[config.mk]
export PLATFORM = sky130hd
export DESIGN_NAME = eject_sink
export DESIGN_NICKNAME = d
export VERILOG_FILES = /design/src/rtl/noc_pkg.sv /design/src/rtl/sync_fifo.sv /design/src/rtl/eject_sink.sv
export SDC_FILE = /design/constraint.sdc
export NUM_CORES = 1
export LEC_CHECK = 0
export ABC_AREA = 1
export CORE_ASPECT_RATIO = 0.75
export CORE_MARGIN = 2
export CORE_UTILIZATION = 50
export CTS_CLUSTER_DIAMETER = 120
export CTS_CLUSTER_SIZE = 8
export DETAILED_ROUTE_END_ITERATION = 10
export PLACE_DENSITY = 0.75
export RECOVER_POWER = 100
export SETUP_SLACK_MARGIN = 0.1
export SKIP_CTS_REPAIR_TIMING = 1
export SYNTH_ARGS = -nofsm -noshare
export SYNTH_HDL_FRONTEND = slang
export SYNTH_SLANG_ARGS = --single-unit
[constraint.sdc]
create_clock -name clk -period 12.3 [get_ports clk]
set_input_delay 1.23 -clock clk [delete_from_list [all_inputs] [get_ports clk]]
set_output_delay 1.23 -clock clk [all_outputs]
set_load 0.005 [all_outputs]
[src/rtl/noc_pkg.sv]
// noc_pkg: shared mesh dimensions, timestamp width and the packet flit format.
package noc_pkg;
  localparam int X_NODES = 4;
  localparam int Y_NODES = 4;
  localparam int X_W = $clog2(X_NODES);
  localparam int Y_W = $clog2(Y_NODES);
  localparam int TIMESTAMP_W = 32;
  localparam int CREATE_ANT_PERIOD = 200;
  localparam int ANT_PERIOD_W = $clog2(CREATE_ANT_PERIOD);
  typedef struct packed {
    logic [TIMESTAMP_W-1:0] timestamp;
    logic                   measure;
    logic                   ant;
    logic [X_W-1:0]         x_source;
    logic [Y_W-1:0]         y_source;
    logic [X_W-1:0]         x_dest;
    logic [Y_W-1:0]         y_dest;
    logic [15:0]            data;
  } packet_t;
endpackage

[src/rtl/sync_fifo.sv]
// sync_fifo: circular buffer; caller guarantees push only when room (or popping) and pop only when non-empty.
module sync_fifo #(
  parameter type T = logic,
  parameter int DEPTH = 4
) (
  input  logic                   clk,
  input  logic                   reset,
  input  logic                   push,
  input  logic                   pop,
  input  T                       din,
  output T                       head,
  output logic                   full,
  output logic                   empty,
  output logic [$clog2(DEPTH):0] count
);
  localparam int AW = $clog2(DEPTH);
  localparam int CW = AW + 1;
  T mem [DEPTH];
  logic [AW-1:0] wr_ptr, rd_ptr;
  assign full  = count == CW'(DEPTH);
  assign empty = count == '0;
  assign head  = mem[rd_ptr];
  always_ff @(posedge clk) begin
    if (reset) begin
      wr_ptr <= '0;
      rd_ptr <= '0;
      count  <= '0;
    end else begin
      wr_ptr <= wr_ptr + AW'(push);
      rd_ptr <= rd_ptr + AW'(pop);
      count  <= count + CW'(push) - CW'(pop);
    end
  end
  always_ff @(posedge clk) if (push) mem[wr_ptr] <= din;
endmodule

[src/rtl/eject_sink.sv]
// eject_sink: router ejection endpoint; buffers data packets, drops ants, keeps rx/dest/latency statistics.
module eject_sink
  import noc_pkg::*;
#(
  parameter int X_LOC = 0,
  parameter int Y_LOC = 0,
  parameter int DEPTH = 4,
  parameter int TS_W  = TIMESTAMP_W,
  parameter int CNT_W = 32
) (
  input  logic             clk,
  input  logic             reset,
  input  packet_t          i_data,
  input  logic             i_data_val,
  output logic             o_en,
  input  logic [TS_W-1:0]  i_time,
  output packet_t          o_data,
  output logic             o_data_val,
  input  logic             i_rdy,
  input  logic             i_clear,
  output logic [CNT_W-1:0] o_rx_count,
  output logic [CNT_W-1:0] o_ant_count,
  output logic [CNT_W-1:0] o_dest_err,
  output logic [CNT_W-1:0] o_lat_sum,
  output logic [TS_W-1:0]  o_lat_max,
  output logic             o_overflow
);
  localparam int CW = $clog2(DEPTH) + 1;
  logic is_data, push, pop, drop, full, empty, dest_bad;
  logic [CW-1:0] count, count_nx;
  logic [TS_W-1:0] lat;
  packet_t head;
  always_comb begin
    is_data  = i_data_val & ~i_data.ant;
    pop      = i_rdy & ~empty;
    push     = is_data & (~full | pop);
    drop     = is_data & full & ~pop;
    count_nx = count + CW'(push) - CW'(pop);
    dest_bad = (i_data.x_dest != X_W'(X_LOC)) | (i_data.y_dest != Y_W'(Y_LOC));
    lat      = i_time - TS_W'(i_data.timestamp);
  end
  sync_fifo #(.T(packet_t), .DEPTH(DEPTH)) u_fifo (
    .clk(clk), .reset(reset), .push(push), .pop(pop), .din(i_data),
    .head(head), .full(full), .empty(empty), .count(count)
  );
  assign o_data_val = ~empty;
  assign o_data     = empty ? '0 : head;
  // Enable leaves one slot free for the packet the router may already have launched.
  always_ff @(posedge clk) begin
    if (reset) begin
      o_en        <= 1'b0;
      o_overflow  <= 1'b0;
      o_rx_count  <= '0;
      o_ant_count <= '0;
      o_dest_err  <= '0;
      o_lat_sum   <= '0;
      o_lat_max   <= '0;
    end else begin
      o_en       <= count_nx <= CW'(DEPTH - 2);
      o_overflow <= o_overflow | drop;
      if (i_clear) begin
        o_rx_count  <= '0;
        o_ant_count <= '0;
        o_dest_err  <= '0;
        o_lat_sum   <= '0;
        o_lat_max   <= '0;
      end else if (i_data_val) begin
        o_rx_count  <= o_rx_count + CNT_W'(is_data & (o_rx_count != '1));
        o_ant_count <= o_ant_count + CNT_W'(i_data.ant & (o_ant_count != '1));
        o_dest_err  <= o_dest_err + CNT_W'(dest_bad & (o_dest_err != '1));
        if (is_data & i_data.measure) begin
          o_lat_sum <= o_lat_sum + CNT_W'(lat);
          o_lat_max <= lat > o_lat_max ? lat : o_lat_max;
        end
      end
    end
  end
endmodule

==> metrics list <==
- Maximum frequency from static timing analysis: 141 MHz
- Worst Path Required: 12.41 ns
- For this block, the routed nets add up to 64,000 µm of wire.
- Area enclosed by the die boundary: 0.0442 mm²
- Critical Path Sink Type: register
* Net count reported at finish: 3,103
* Number of enable-type register cells in the synthesized netlist: 232
- By area the synthesized netlist is led by edfxtp_1, dfxtp_1, nor2_1.
* Worst-path fanout max: 58
* Sw frac: 0.321
- Average via count per standard cell: 5.40
* Area of the mapped netlist: 0.0213 mm²
* Proportion of power drawn by the clock network: 0.348
- Power consumption: 4060 µW
* Maximum number of pins on one net before global-route repair: 97
* CTS buffer count: 56
- Worst reg2reg endpoint: o_en$_SDFF_PP0_
- Counting instances, the worst hold path has a depth of 2.
- Number of placed I/O pins: 316
- Cell count after synthesis: 2,590
- Die Y-Extent: 183 µm
- Leakage power of the design: 0.0107 µW
- Top-area cell type share of the netlist area: 0.328
- IR analysis of the VDD net gives a maximum drop of 0.150 mV.
- The first detailed-routing pass took 5 iterations.
* Clock Sinks: 401
- Dividing the detail-routed wire length by the instance count gives 18.2 µm.
- Reg2reg setup slack: 7.52 ns
- In this run the remaining antenna-violating nets after routing total 0.
* Count of placed standard cells in the final layout, fillers left out: 3,511
* Number of fill cells: 3,604
- Total power per unit cell area: 154 mW/mm²
* Setup skew after layout: 0.0296 ns
* Length in cells of the worst reg-to-reg path: 11
- Post-synthesis average cell area: 8.21 µm²
* Total setup violations reported at the end of the flow: 0
- The die is 242 µm wide.
- The H-tree was split into 2 levels.
- The first global-routing pass estimated 98,800 µm of wire.
- Hold violation total from the final report: 0
* Clock tree from TritonCTS: done
* Net switching component of the power: 1300 µW
- At the pin with the least slew margin, the transition time is 4.21 ns.
- Slowest CP cell: clkbuf_1
- Distinct cells, synth: 46
- Clock tree synthesis selected as its root buffer the cell clkbuf_16.
- Total of flip-flops plus latches after synthesis: 401
- DRC violation total after the first TritonRoute iteration: 1,524
- Summed over all layers, the global routing overflow is 0.
- Cell internal power was estimated by the tool at 2760 µW.
- Area delta synth->final: 24.3%
- For this run, the number of Yosys warnings is 0.
- The via count of the first global-routing pass was 18.3k.
- Setup total negative slack on the finished layout was measured at 0 ns.
* Share of power burned in combinational logic: 0.282
- Dpl cell area: 0.0250 mm²
* Arrival time of the worst setup path: 7.18 ns
- The library cell used most frequently in the layout, excluding fill and tap cells, is nor2_1.
- Bufs on Longest Clock Path: 3
- Fin crit period: 7.07 ns
- The region available for standard cell placement spans 0.0420 mm².
- Initial standard-cell utilization of the core: 0.506
- Share of synthesized flip-flops with an asynchronous set or reset: 0
* End of the worst hold path: o_rx_count[16]$_SDFFE_PP0P_
- The library cells used most frequently in the layout, excluding fill and tap cells, are nor2_1, nand2_1, inv_1.
* Most used flip-flop cell after synthesis: edfxtp_1
- Run status: finished, violations left
- In the routed design, unresolved DRC markers number 0.
- Biggest area consumer among synthesized cells: edfxtp_1
- The critical path goes through dlygate4sd3_1, clkbuf_1, inv_1, nor2_1, inv_1, nor2_1, inv_1, nor3_1, clkbuf_1.
- Core Rows: 65
- The worst setup path is of the input port to register kind.
* Placed cell count: 3,412
* Register share of total power: 0.370
- Measured against its own limit, the worst slew margin works out to -1.81.
- In the finished design, the share of the clock period the worst path needs comes to 0.575.
- Share of layout cells above drive strength 1: 0.0269
- Port Buffer Count: 315
* Most common cell on crit path: inv_1
* Number of vias in the routed layout: 19.0k
* Insertion delay of the later-clocked pin in the worst-skew pair: 0.62 ns
- Net Count, Synth: 2,792
- STA classifies the critical path startpoint as an input port.
- For this run, the register share of the synthesized area comes to 0.487.
- Post-route cell area: 0.0264 mm²
- Post-CTS clock slew at the launch and capture registers of the worst setup and hold paths: 0.05 ns
- Violations in the final reports: capacitance limit, slew limit
- In this run the worst hold path is classified as register to register.
- Delay of the slowest cell on the worst path: 2.79 ns
- RSZ-0062 raised after global routing: false
- Initial antenna violation count: 10
- In this run the critical register-to-register path is launched from u_fifo.count[1]$_SDFF_PP0_.
* Final slew viol count: 376
- Weighted congestion reported at the end of routability-driven placement: 0.928
- Launch point of the worst hold path: o_rx_count[16]$_SDFFE_PP0P_
* Half-perimeter wire length after detailed placement: 45,100 µm
- Number of maximum-capacitance constraint violations: 8
- Overall routing resource usage: 0.283
[final cells by class]
cell class	count	area, µm²	share of cell area
antenna	9	22.5	0.000852
clock buffer	86	1510	0.0573
clock inverter	4	67.6	0.00256
inverter	317	1190	0.0450
multi-input combinational	1792	9320	0.353
sequential	401	10400	0.392
tap	569	712	0.0269
timing repair buffer	333	3250	0.123
[Yosys cell counts (3+ instances only)]
| cell type | number |
|---|---|
| edfxtp_1 | 232 |
| inv_2 | 3 |
| nand2_1 | 394 |
| ha_1 | 104 |
| nand3_1 | 104 |
| xor2_1 | 54 |
| o21ai_0 | 213 |
| nor2_2 | 4 |
| a21o_1 | 8 |
| nor4_1 | 23 |
| xnor2_1 | 20 |
| o21bai_1 | 30 |
| o21a_1 | 15 |
| nor2_4 | 3 |
| a21boi_0 | 5 |
| dfxtp_1 | 169 |
| buf_2 | 10 |
| buf_1 | 19 |
| nand2_2 | 4 |
| nor2_1 | 449 |
| a21oi_1 | 234 |
| fa_1 | 3 |
| a41oi_1 | 3 |
| a31oi_1 | 3 |
| nor3_1 | 60 |
| inv_1 | 314 |
| clkbuf_1 | 49 |
| nand4_1 | 30 |
| nand3b_1 | 6 |
| o211ai_1 | 5 |
[per-stage QoR]
stage	hold WS (ns)	worst slack (ns)	utilization
after floorplan	0.447	6.09	-
after global placement	0.453	6.07	0.595
after detailed placement	0.459	5.91	0.595
after CTS	0.468	6.52	0.633
after global routing	0.496	4.76	0.630
final	0.460	5.23	0.630
[kinds of logic (layout without fill, tap and decap cells)]
logic type / Yosys count / in the layout / synth area share
buffers and inverters: 397 / 740 / 0.0712
adder cells (fa/ha/maj): 107 / 107 / 0.0640
AND/OR/NAND/NOR: 1089 / 1089 / 0.216
other: 0 / 9 / 0
flip-flops: 401 / 401 / 0.487
AO/OA/AOI/OAI: 522 / 522 / 0.132
XOR/XNOR: 74 / 74 / 0.0305
[power groups by stage]
stage / logic, µW / clock network [µW] / registers (µW)
after floorplan: 646 / 0 / 1510
after global placement: 1160 / 0 / 1520
after detailed placement: 1190 / 0 / 1530
after CTS: 1190 / 1440 / 1500
after global routing: 1270 / 1490 / 1500
final: 1140 / 1410 / 1500
[routing by layer]
metal	wire length [µm]	GRT usage
met2	27800	0.433
met4	1890	0.0995
met1	29300	0.406
met5	13	0
met3	5040	0.0485
[flip-flops by register name (all words and copies together), names as in the netlist]
signal	count
u_fifo.mem	232
u_fifo.wr_ptr	2
o_ant_count	32
o_rx_count	32
u_fifo.count	3
o_overflow	1
o_lat_sum	32
u_fifo.rd_ptr	2
o_en	1
o_dest_err	32
o_lat_max	32
[worst max-delay path by stage]
stage | start | to | slack, ns
after floorplan | i_data_val | u_fifo.mem[0][0]$_DFFE_PP_ | 6.09
after global placement | i_data[26] | o_lat_max[25]$_SDFFE_PP0P_ | 6.07
after detailed placement | i_data[30] | o_lat_max[28]$_SDFFE_PP0P_ | 5.91
after CTS | i_data[30] | o_lat_max[28]$_SDFFE_PP0P_ | 6.52
after global routing | i_data_val | u_fifo.mem[0][28]$_DFFE_PP_ | 4.76
final | i_data_val | u_fifo.mem[0][2]$_DFFE_PP_ | 5.23
[worst max-delay path: cells and delay by family]
kind | cells | cell delay (ns)
simple gates | 3 | 0.74
buf+inv | 6 | 5.17
No activity file was read; power rests on OpenSTA's default activity.
